### config.mk
export PLATFORM = sky130hd
export DESIGN_NAME = mvau_stream_sequencer
export DESIGN_NICKNAME = d
export VERILOG_FILES = /design/src/rtl/mvau_stream_sequencer.sv
export SDC_FILE = /design/constraint.sdc
export NUM_CORES = 1
export LEC_CHECK = 0
export BUFFER_PORTS_ARGS = -buffer_cell sky130_fd_sc_hd__buf_2
export CAP_MARGIN = 20
export CORE_ASPECT_RATIO = 0.9
export CORE_MARGIN = 8
export CORE_UTILIZATION = 40
export DETAILED_ROUTE_END_ITERATION = 8
export PLACE_DENSITY = 0.77
export SYNTH_ARGS = -nofsm -noshare
export SYNTH_HDL_FRONTEND = slang
export SYNTH_SLANG_ARGS = --single-unit
### constraint.sdc
create_clock -name clk -period 3.4 [get_ports clk]
set_input_delay 0.68 -clock clk [delete_from_list [all_inputs] [get_ports clk]]
set_output_delay 0.68 -clock clk [all_outputs]
set_load 0.01 [all_outputs]
### src/rtl/mvau_stream_sequencer.sv
// Handshake sequencer for the streaming MVAU input buffer and PE array.
// Optional perf counters (stall_cnt, bp_cnt) when MVAU_SEQ_PERF_EN is defined.
module mvau_stream_sequencer #(
  parameter int SF       = 4,
  parameter int NF       = 2,
  parameter int SF_T     = 2,
  parameter int NF_T     = 1,
  parameter int PIPE_LAT = 3,
  parameter int TO       = 32
) (
  input  logic            clk,
  input  logic            rst_n,
  input  logic            in_v,
  output logic            in_rdy,
  input  logic            wgt_v,
  output logic            wgt_rdy,
  input  logic            dp_out_v,
  input  logic [TO-1:0]   dp_out,
  output logic            ib_wen,
  output logic            ib_ren,
  output logic [SF_T-1:0] sf_cnt,
  output logic [NF_T-1:0] nf_cnt,
  output logic            sf_clr,
  output logic            dp_en,
  output logic            out_v,
  input  logic            out_rdy,
  output logic [TO-1:0]   out,
  output logic            busy,
  output logic            vec_done
`ifdef MVAU_SEQ_PERF_EN
  ,
  output logic [31:0]     stall_cnt,
  output logic [31:0]     bp_cnt
`endif
);

  localparam int LW = (PIPE_LAT < 2) ? 1 : $clog2(PIPE_LAT + 1);

  typedef enum logic [1:0] {
    S_IDLE,
    S_RUN,
    S_FLUSH
  } state_t;

  state_t        state_q;
  state_t        state_d;
  logic [LW-1:0] lat_cnt;
  logic          res_pend;
  logic          need_act;
  logic          last_beat;
  logic          last_row;
  logic          can_fire;
  logic          fire;
  logic          acc;

  always_comb begin
    need_act  = (nf_cnt == '0);
    last_beat = (sf_cnt == SF_T'(SF - 1));
    last_row  = (nf_cnt == NF_T'(NF - 1));
    // a row's last beat waits until the previous result has left
    can_fire  = (state_q != S_FLUSH) &&
                !(last_beat && ((lat_cnt != '0) || res_pend));
    fire      = can_fire && wgt_v && (in_v || !need_act);
    wgt_rdy   = can_fire && (in_v || !need_act);
    in_rdy    = can_fire && need_act && wgt_v;
    dp_en     = fire;
    ib_wen    = fire && need_act;
    ib_ren    = fire && !need_act;
    sf_clr    = fire && (sf_cnt == '0);
    out_v     = res_pend;
    acc       = res_pend && out_rdy;
    busy      = (state_q != S_IDLE);
  end

  always_comb begin
    state_d  = state_q;
    vec_done = 1'b0;
    unique case (state_q)
      S_IDLE: begin
        if (fire)
          state_d = (last_beat && last_row) ? S_FLUSH : S_RUN;
      end
      S_RUN: begin
        if (fire && last_beat && last_row)
          state_d = S_FLUSH;
      end
      S_FLUSH: begin
        if (acc) begin
          state_d  = S_IDLE;
          vec_done = 1'b1;
        end
      end
      default: state_d = S_IDLE;
    endcase
  end

  always_ff @(posedge clk or negedge rst_n) begin
    if (!rst_n) begin
      state_q  <= S_IDLE;
      sf_cnt   <= '0;
      nf_cnt   <= '0;
      lat_cnt  <= '0;
      res_pend <= 1'b0;
      out      <= '0;
    end else begin
      state_q <= state_d;
      if (fire) begin
        if (last_beat) begin
          sf_cnt <= '0;
          nf_cnt <= last_row ? '0 : nf_cnt + 1'b1;
        end else begin
          sf_cnt <= sf_cnt + 1'b1;
        end
      end
      if (fire && last_beat)
        lat_cnt <= LW'(PIPE_LAT);
      else if (lat_cnt != '0)
        lat_cnt <= lat_cnt - 1'b1;
      if (dp_out_v) begin
        out      <= dp_out;
        res_pend <= 1'b1;
      end else if (acc) begin
        res_pend <= 1'b0;
      end
    end
  end

`ifdef MVAU_SEQ_PERF_EN
  always_ff @(posedge clk or negedge rst_n) begin
    if (!rst_n) begin
      stall_cnt <= '0;
      bp_cnt    <= '0;
    end else begin
      if (wgt_v && !wgt_rdy && (stall_cnt != '1))
        stall_cnt <= stall_cnt + 1'b1;
      if (out_v && !out_rdy && (bp_cnt != '1))
        bp_cnt <= bp_cnt + 1'b1;
    end
  end
`endif

endmodule

# After elaboration in Yosys (flattened, before gate mapping)
# Cells that the tools add are included.
[op_classes] bitwise=1 n_eq_ne=7 mux=13 reduce_logical=25 n_addsub=3
[ops] operator="1-bit logical AND" count=14
[ops] operator="2-bit 2-to-1 mux" count=7
[ops] operator="2-bit != test (second input constant)" count=4
[ops] operator="2-bit nonzero test" count=4
[ops] operator="2-bit one-hot mux with 3 select lines" count=1
[ops] operator="1-bit 2-to-1 mux" count=5
[ops] operator="2-bit == test (second input constant)" count=2
[ops] operator="2-bit logical NOT" count=2
[ops] operator="3-bit AND reduction" count=1
[ops] operator="2-bit by 1-bit adder with 2-bit output (second input constant)" count=1
[ops] operator="2-bit by 1-bit == test with 1-bit output (second input constant)" count=1
[ops] operator="1-bit logical OR" count=2
[ops] operator="2-bit AND reduction" count=1
[ops] operator="2-bit by 1-bit subtractor with 2-bit output (second input constant)" count=1
[ops] operator="1-bit adder (second input constant)" count=1
[ops] operator="1-bit logical NOT" count=1
[ops] operator="1-bit inverter" count=1
[word_totals] word_cells=55 out_inout_bits=44 regBits=40

# Logic depth before layout (Yosys ltp)
# Gate-level depths: netlist of run 1.
[logic_depth] ltp_word=11 mapped_depth=6

# Worst setup path after synthesis of run 1
# OpenSTA, ideal clock, no wires.
[synth_path] path_kind="in2out" startpoint="in in_v" endpoint="out sf_clr" setup_slack_ns=1.410 required_ns=2.720 path_stages=4 arrival_time_ns=1.310 cell_sequence="or2_1 -> o2111ai_2 -> inv_2 -> and2_1"
[synth_between] elab_chain_cells=3
[synth_lines] element="from (decl)" line_no="13" source="input logic in_v,"
[synth_lines] element="1-bit logical OR" line_no="63" source="fire = can_fire && wgt_v && (in_v || !need_act);"
[synth_lines] element="1-bit logical AND" line_no="63"
[synth_lines] element="named net dp_en" line_no="24" source="output logic dp_en,"
[synth_lines] element="1-bit logical AND" line_no="69" source="sf_clr = fire && (sf_cnt == '0);"
[synth_lines] element="to (decl)" line_no="23" source="output logic sf_clr,"
# The timed path passes the listed nets, and every way through them passes these cells.

# Worst setup path in the final report of run 1
[layout_path] startpoint="reg lat_cnt[0]" endpoint="out sf_clr"
[layout_between] elab_chain_cells=8
[layout_lines] element="from (decl)" line_no="47" source="logic [LW-1:0] lat_cnt;"
[layout_lines] element="from (signal assigned)" line_no="116" source="lat_cnt <= LW'(PIPE_LAT);"
[layout_lines] element="from (signal assigned)" line_no="118" source="lat_cnt <= lat_cnt - 1'b1;"
[layout_lines] element="2-bit nonzero test" line_no="62" source="!(last_beat && ((lat_cnt != '0) || res_pend));"
[layout_lines] element="1-bit logical OR" line_no="62"
[layout_lines] element="1-bit logical AND" line_no="62"
[layout_lines] element="1-bit logical NOT" line_no="62"
[layout_lines] element="1-bit logical AND" line_no="61" source="can_fire = (state_q != S_FLUSH) &&"
[layout_lines] element="1-bit logical AND (2 in a row)" line_no="63"
[layout_lines] element="1-bit logical AND" line_no="69"
# No other way between the ends.

==> impl_metrics.yaml, run 1 <==
sta:
  setup_ws_ns: 0.996
  timing.hold.ws_ns: 0.487
  tightest_slew_ns: 0.835
  finalSetupViolations: 0
  tns_ns: 0
  finalCriticalPeriod_ns: 2.40
  maxSlewHeadroom_pct: 44.3
  fin_crit_sh_pct: 70.7
  finalMaxSlewViolations: 0
  hold_viol_final: 0
  fin_skew_ns: 0.00248
  rsz0062_at_grt: "no"
  max_freq_ghz: 0.416
placed_design:
  post-dp-hpwl_mm: 2.91
  post-place-ws_ns: 1.17
  routabilityCongestion: 0.879
  place_area_sq_um: 2140
  port_buffers: 81
drt:
  ant_nets: 0
  drc: 0
  routedWlPerCell_microns: 14.9
  via_count: 1249
  drt_iter0_drc: 31
  drt_wl_total_mm: 3.80
  dr.pass1.iters: 4
  viasPerCell: 4.90
power:
  p_total_w: 0.00133
  p_leak_nw: 1.11
  power.density_nw_per_um2: 594
  peakVddDrop_mv: 0.328
setup_path:
  path_buf_inv: 3
  cp_data_arrival_time_ns: 1.72
  critPathCaptureType: "primary output"
  cpLargestDelayFamily: "flip-flops"
  crit_chain: "inv_1, ha_1, nor2b_4, o2111ai_2, inv_2, and2_1, buf_2"
  path_class: "flip-flop to primary output"
  startpoint_type: "flip-flop"
  r2r_cells: 6
  crit_required_ns: 2.72
  critPathMaxStageDelay_ns: 0.36
  worstPathMaxFanout: 5
  worstSetupPathDepth: 7
  cp_slowest_cell: "dfrtp_1"
global_routing:
  grt_pass1_vias: 1388
  overflow: 0
  grt_use_total_pct: 11.7
  grt_pass1_wl_mm: 6.25
  antenna_found_initial: 0
  grt_max_degree: 41
yosys:
  ys_warn_count: 0
  synthArstFlopShare_pct: 100
  syn_inst: 122
  ys_seq_area_share_pct: 58.9
  syn_area_sq_um: 1700
  synth_fp_nets: 163
  ys_ff_latch: 40
  synth_edf_count: 0
  syn_area_per_cell_sq_um: 13.9
  yosysMostFrequentCell: "dfrtp_1"
  netlist.top_cell.by_area: "dfrtp_1"
  ys_types: 27
  yosys-top-cells-area: "dfrtp_1, mux2_2, ha_1, mux2_4, inv_1"
  synthFlopType: "dfrtp_1"
  synth_common_cells: "dfrtp_1, mux2_2, inv_1"
  netlist.area_leader.share_pct: 58.9
finish:
  num-fill-cells: 358
  synthToLayoutAreaGrowth_pct: 31.5
  finalNetCount: 247
  diodes: 0
  drive_above_1_share_pct: 62.3
  finalInstanceArea_sq_um: 2230
floorplan:
  dieArea_sq_um: 6590
  pin_count: 82
  core_area_sq_um: 4070
  fp.dieH_microns: 77.8
  fp-row-count: 22
  initial_utilization_pct: 41.7
  dieWidth_microns: 84.7
clocking:
  post_cts_buffers: 0
  ctsHoldBuffers: 0
  numCtsBuffers: 5
  cts.sinks: 40
  cts_resized: 0
  clockBufferDepth: 2
  cts-root-buf: "clkbuf_8"
  cts-htree-levels: 2
  clk_pin_slew_worst_paths_ns: 0.07
  clock_latency_ns: 0.29
  cts_tree: "done"
hold_path:
  min_path_type: "input pin to async pin"
outcome:
  outcome: "complete, no violations"
run:
  cap_violations: 0
final timing paths:
| check | from | endpoint | slack, ns |
|---|---|---|---|
| max | lat_cnt[0] | sf_clr | 1.0 |
| min | rst_n | out[27] | 0.49 |
| max reg2reg | lat_cnt[0] | sf_cnt[1] | 1.82 |
| min reg2reg | state_q[1] | state_q[0] | 0.49 |
| max in group asynchronous | rst_n | nf_cnt | 2.38 |
| min in group clk | state_q[1] | state_q[0] | 0.49 |
report_power, final:
group | leakage [nW] | internal [W] | switching (W) | total [W]
logic | 0.595 | 0.000202 | 0.000207 | 0.000409
clock network | 0.0455 | 0.000165 | 0.000153 | 0.000318
registers | 0.467 | 0.000549 | 0.0000500 | 0.000599
total | 1.11 | 0.000917 | 0.000410 | 0.00133
area by class of cell:
type                    instances  area (sq um)  area share (%)
flip-flops and latches         40          1000            44.8
well taps                      48          60.1            2.69
clock buffers                   8          90.1            4.03
repair buffers                 81           405            18.1
inverters                       9          33.8            1.51
multi-input cells              69           644            28.8
metal layers:
metal  vias up  track usage, %  routed length (microns)
met1       600            12.3                     1570
met2        57            17.9                     1680
met5         -               0                        0
li1        585               -                        -
met3         7            7.37                      474
met4         0            6.39                       72
metrics by stage:
step / utilization, % / cells
2_1_floorplan: - / 122
3_3_place_gp: 52.6 / 247
3_5_place_dp: 52.6 / 247
4_1_cts: 54.9 / 255
5_1_grt: 54.9 / 255
6_report: 54.9 / 255
cell usage in the layout (no fill, tap or decap), drive strengths merged:
| master | Yosys | routed |
|---|---|---|
| nand4 | 1 | 1 |
| clkbuf | 0 | 8 |
| nand2 | 3 | 3 |
| ha | 3 | 3 |
| and2 | 1 | 1 |
| inv | 9 | 9 |
| o211ai | 2 | 2 |
| buf | 4 | 81 |
| mux2i | 1 | 1 |
| nand2b | 2 | 2 |
| a21oi | 1 | 1 |
| nor3b | 1 | 1 |
| o21ai | 3 | 3 |
| o41ai | 1 | 1 |
| nor2 | 6 | 6 |
| a21o | 1 | 1 |
| a211oi | 1 | 1 |
| xor2 | 1 | 1 |
| nor4 | 1 | 1 |
| dfrtp | 40 | 40 |
| or2 | 2 | 2 |
| o2111ai | 1 | 1 |
| mux2 | 35 | 35 |
| nor2b | 2 | 2 |
flip-flops by register name, summed over array words and instances, names as in the netlist:
signal   flops
out_v        1
state_q      2
nf_cnt       1
sf_cnt       2
out         32
lat_cnt      2
cells by family after synthesis:
family / Yosys count / share of synthesized area [%]
muxes: 36 / 24.2
DFF: 40 / 58.9
AOI/OAI and AO/OA: 10 / 4.42
adders and majority gates: 3 / 2.21
xor gates and xnor gates: 1 / 0.516
and+or+nand+nor: 19 / 6.55
buffers and inverters: 13 / 3.17
Power figures use the tool's default switching activity.
==> run 2, diff against run 1 <==
==> constraint.sdc (replaced) <==
create_clock -name clk -period 2.3 [get_ports clk]
set_input_delay 0.46 -clock clk [delete_from_list [all_inputs] [get_ports clk]]
set_output_delay 0.46 -clock clk [all_outputs]
set_load 0.01 [all_outputs]
==> impl_metrics.yaml, run 2 (same netlist as run 1, synthesis figures left out) <==
drt:
  drc: 0
  via_count: 1215
  viasPerCell: 4.71
  ant_nets: 0
  drt_wl_total_mm: 3.82
  routedWlPerCell_microns: 14.8
  drt_iter0_drc: 36
  dr.pass1.iters: 4
setup_path:
  critPathCaptureType: "primary output"
  r2r_cells: 6
  cp_data_arrival_time_ns: 1.70
  path_class: "flip-flop to primary output"
  startpoint_type: "flip-flop"
  worstReg2RegEnd: "sf_cnt[1]"
  r2r_setup_slack_ns: 0.70
  worstPathMaxFanout: 5
  crit_required_ns: 1.84
  rr_startpoint: "lat_cnt[0]"
finish:
  layout_commonest_cell: "buf_2"
  multi_input_area_sq_um: 656
  diodes: 0
  num-fill-cells: 336
  finalNetCount: 250
  synthToLayoutAreaGrowth_pct: 34.5
  final_cell_mix: "buf_2, dfrtp_1, mux2_2"
  drive_above_1_share_pct: 63.3
  register_area_sq_um: 1000
  largest_reg_flops: 32
  layout.cells.non_filler: 258
  max_flop_register: "out"
sta:
  fin_crit_sh_pct: 94.1
  setup_ws_ns: 0.137
  finalMaxSlewViolations: 0
  finalSetupViolations: 0
  maxSlewHeadroom_pct: 52.5
  finalCriticalPeriod_ns: 2.16
  tightest_slew_ns: 0.713
  tns_ns: 0
  hold_viol_final: 0
  fin_skew_ns: 0.00416
  max_freq_ghz: 0.462
outcome:
  outcome: "complete, no violations"
global_routing:
  use_met1_pct: 12.3
  gr-usage-met2_pct: 18.0
  grt_pass1_vias: 1398
  grt_max_degree: 34
  grt_pass1_wl_mm: 6.27
  overflow: 0
  grt_use_total_pct: 11.7
  antenna_found_initial: 0
  grt.met3_usage_pct: 7.47
  grt-busiest-layer: "met2"
hold_path:
  min_path_type: "input pin to async pin"
power:
  power.density_nw_per_um2: 897
  p_leak_nw: 1.13
  peakVddDrop_mv: 0.502
clocking:
  cts_tree: "done"
  ctsHoldBuffers: 0
  cts-root-buf: "clkbuf_8"
  post_cts_buffers: 0
  clockBufferDepth: 2
  clock_latency_ns: 0.28
  cts_resized: 0
  cts-htree-levels: 2
  numCtsBuffers: 5
  clk_pin_slew_worst_paths_ns: 0.07
  cts.sinks: 40
floorplan:
  fp-row-count: 22
  dieArea_sq_um: 6590
  fp.dieH_microns: 77.8
  core_area_sq_um: 4070
  initial_utilization_pct: 41.7
  dieWidth_microns: 84.7
  pin_count: 82
placed_design:
  post-dp-hpwl_mm: 2.94
  port_buffers: 81
  routabilityCongestion: 0.828
  post-place-ws_ns: 0.420
  placed_cells: 250
run:
  cap_violations: 0
==> run 2: cell types whose count changed in the layout (fill, tap and decap cells not counted) <==
| cell | previous run | this run |
|---|---|---|
| buf_4 | 0 | 3 |
| clkbuf_1 | 2 | 1 |
| o2111ai_4 | 0 | 1 |
| clkinv_2 | 0 | 1 |
| o2111ai_2 | 1 | 0 |
| bufinv_16 | 0 | 1 |
| clkbuf_8 | 6 | 5 |
==> run 2: critical path, stage by stage (launching register included) <==
cell and delay [ns]:
dfrtp_1 0.39, inv_1 0.06, ha_1 0.24, nor2b_4 0.23
o2111ai_4 0.14, inv_2 0.12, and2_1 0.12, buf_2 0.12
==> run 2: metal layers <==
| layer | wire (microns) | vias to the layer above |
|---|---|---|
| met5 | 0 | - |
| met4 | 31 | 0 |
| met3 | 481 | 2 |
| met2 | 1720 | 52 |
| met1 | 1590 | 570 |
| li1 | - | 591 |
==> run 2: worst max-delay path by stage <==
stage	from	endpoint	slack, ns	cells past startpoint
2_1_floorplan	sf_cnt[0]	sf_clr	0.58	5
3_3_place_gp	lat_cnt[0]	sf_clr	0.48	7
3_5_place_dp	lat_cnt[0]	sf_clr	0.42	7
4_1_cts	lat_cnt[0]	sf_clr	0.12	7
5_1_grt	lat_cnt[0]	sf_clr	-0.01	7
6_report	lat_cnt[0]	sf_clr	0.14	7
==> run 2: final cells by class <==
| type | instances | share of cell area, % |
|---|---|---|
| sequential | 40 | 43.8 |
| multi-input combinational | 69 | 28.7 |
| timing repair buffer | 84 | 18.7 |
| clock buffer | 6 | 3.17 |
| tap | 48 | 2.63 |
| clock inverter | 2 | 1.53 |
| inverter | 9 | 1.48 |
==> run 2: through the flow <==
stage / hold WS [ns] / power (W) / area, sq um / util [%]
2_1_floorplan: 0.164 / 0.00127 / 1700 / -
3_3_place_gp: 0.470 / 0.00151 / 2170 / 53.2
3_5_place_dp: 0.481 / 0.00151 / 2170 / 53.2
4_1_cts: 0.199 / 0.00207 / 2270 / 55.8
5_1_grt: 0.231 / 0.00218 / 2290 / 56.1
6_report: 0.182 / 0.00205 / 2290 / 56.1
==> run 2: power by group <==
group / internal [W] / total [W] / leakage [nW] / switching [W]
registers: 0.000811 / 0.000886 / 0.467 / 0.0000743
logic: 0.000308 / 0.000622 / 0.611 / 0.000314
clock network: 0.000322 / 0.000543 / 0.0552 / 0.000221
total: 0.00144 / 0.00205 / 1.13 / 0.000609
==> run 3, diff against run 2 <==
--- a/config.mk
+++ b/config.mk
@@ -12,6 +12,7 @@
 export CORE_UTILIZATION = 40
 export DETAILED_ROUTE_END_ITERATION = 8
 export PLACE_DENSITY = 0.77
+export REMOVE_ABC_BUFFERS = 1
 export SYNTH_ARGS = -nofsm -noshare
 export SYNTH_HDL_FRONTEND = slang
 export SYNTH_SLANG_ARGS = --single-unit
==> impl_metrics.yaml, run 3 (same netlist as run 1, synthesis figures left out) <==
drt:
  drt_wl_total_mm: 3.93
  viasPerCell: 4.80
  ant_nets: 0
  dr.pass1.iters: 4
  via_count: 1239
  drc: 0
  drt_iter0_drc: 35
  routedWlPerCell_microns: 15.2
power:
  p_total_w: 0.00207
  p_leak_nw: 1.13
  power.density_nw_per_um2: 909
  peakVddDrop_mv: 0.565
setup_path:
  crit_chain: "inv_1, ha_1, nor2b_4, o2111ai_2, inv_2, and2_1, buf_2"
  critPathCaptureType: "primary output"
  critPathMaxStageDelay_ns: 0.37
  r2r_cells: 6
  worstReg2RegEnd: "sf_cnt[1]"
  worstSetupPathDepth: 7
  cp-startpoint: "lat_cnt[0]"
  path_class: "flip-flop to primary output"
  rr_startpoint: "lat_cnt[0]"
  r2r_setup_slack_ns: 0.66
  cpLargestDelayFamily: "flip-flops"
  cp_slowest_cell: "dfrtp_1"
  startpoint_type: "flip-flop"
  cp_data_arrival_time_ns: 1.76
  crit_end: "sf_clr"
  path_buf_inv: 3
  crit_required_ns: 1.84
  worstPathMaxFanout: 5
placed_design:
  routabilityCongestion: 0.751
  post-dp-hpwl_mm: 3.09
  placed_cells: 250
  port_buffers: 81
clocking:
  cts-htree-levels: 2
  clk_pin_slew_worst_paths_ns: 0.08
  cts_resized: 0
  cts_tree: "done"
  post_cts_buffers: 0
  clockBufferDepth: 2
  cts-root-buf: "clkbuf_8"
  ctsHoldBuffers: 0
  cts.sinks: 40
  clock_latency_ns: 0.29
  numCtsBuffers: 5
outcome:
  outcome: "complete, no violations"
sta:
  rsz0062_at_grt: "no"
  finalCriticalPeriod_ns: 2.22
  tightest_slew_ns: 0.733
  finalSetupViolations: 0
  hold_viol_final: 0
  timing.hold.ws_ns: 0.0336
  finalMaxSlewViolations: 0
  fin_skew_ns: 0.00645
  maxSlewHeadroom_pct: 51.1
  max_freq_ghz: 0.451
  tns_ns: 0
  fin_crit_sh_pct: 96.3
finish:
  num-fill-cells: 367
  layout.cells.non_filler: 258
  drive_above_1_share_pct: 63.3
  max_flop_register: "out"
  largest_reg_flops: 32
  layout_commonest_cell: "buf_2"
  synthToLayoutAreaGrowth_pct: 33.9
  final_cell_mix: "buf_2, dfrtp_1, mux2_2"
  diodes: 0
  finalNetCount: 250
global_routing:
  grt_use_total_pct: 12.5
  grt_pass1_vias: 1423
  overflow: 0
  antenna_found_initial: 0
  grt_pass1_wl_mm: 6.58
  grt_max_degree: 34
floorplan:
  dieWidth_microns: 84.7
  pin_count: 82
  fp-row-count: 22
  initial_utilization_pct: 41.7
  fp.dieH_microns: 77.8
  core_area_sq_um: 4070
  dieArea_sq_um: 6590
hold_path:
  min_path_type: "input pin to async pin"
run:
  cap_violations: 0
[run 3: per-stage QoR]
step | util, % | setup slack, ns | area (sq um)
final | 55.8 | 0.0850 | 2270
after global routing | 55.8 | 0.0282 | 2270
after CTS | 55.8 | 0.0928 | 2270
after detailed placement | 53.2 | 0.425 | 2170
after global placement | 53.2 | 0.481 | 2170
after floorplan | - | 0.583 | 1680
[run 3: worst min path at each step]
| stage | depth (start not counted) | slack [ns] | startpoint | end |
|---|---|---|---|---|
| finish | 1 | 0.03 | rst_n | out[20] |
| global placement | 1 | 0.36 | rst_n | out[5] |
| global route | 1 | 0.04 | rst_n | out[2] |
| floorplan | 0 | 0.16 | rst_n | lat_cnt[0] |
| detailed placement | 1 | 0.36 | rst_n | out[5] |
| CTS | 1 | 0.04 | rst_n | out[2] |
[run 3: worst register-to-register path: stages (launching register included)]
cell	delay (ns)
dfrtp_1	0.40
inv_1	0.06
ha_1	0.26
nor2b_4	0.21
o2111ai_2	0.15
inv_2	0.14
mux2_4	0.31
[run 3: area by class of cell]
| class | count | area [sq um] | share of cell area, % |
|---|---|---|---|
| clock inverters | 2 | 35.0 | 1.54 |
| multi-input cells | 69 | 644 | 28.3 |
| inverters | 9 | 33.8 | 1.49 |
| well taps | 48 | 60.1 | 2.64 |
| flip-flops and latches | 40 | 1000 | 44.0 |
| repair buffers | 84 | 428 | 18.8 |
| clock buffers | 6 | 72.6 | 3.19 |
[run 3: report_power, final]
group / internal, W / total, W / switching [W]
Clock: 0.000322 / 0.000562 / 0.000240
Combinational: 0.000306 / 0.000619 / 0.000313
Sequential: 0.000811 / 0.000886 / 0.0000751
Total: 0.00144 / 0.00207 / 0.000628
[run 3: metal layers]
layer | share of wire, % | track usage [%] | up-vias | wire length [microns]
li1 | - | - | 591 | -
met1 | 40 | 12.7 | 593 | 1570
met2 | 51 | 22.4 | 47 | 1990
met3 | 7.6 | 4.53 | 8 | 299
met4 | 1.9 | 6.39 | 0 | 73
met5 | 0 | 0 | - | 0
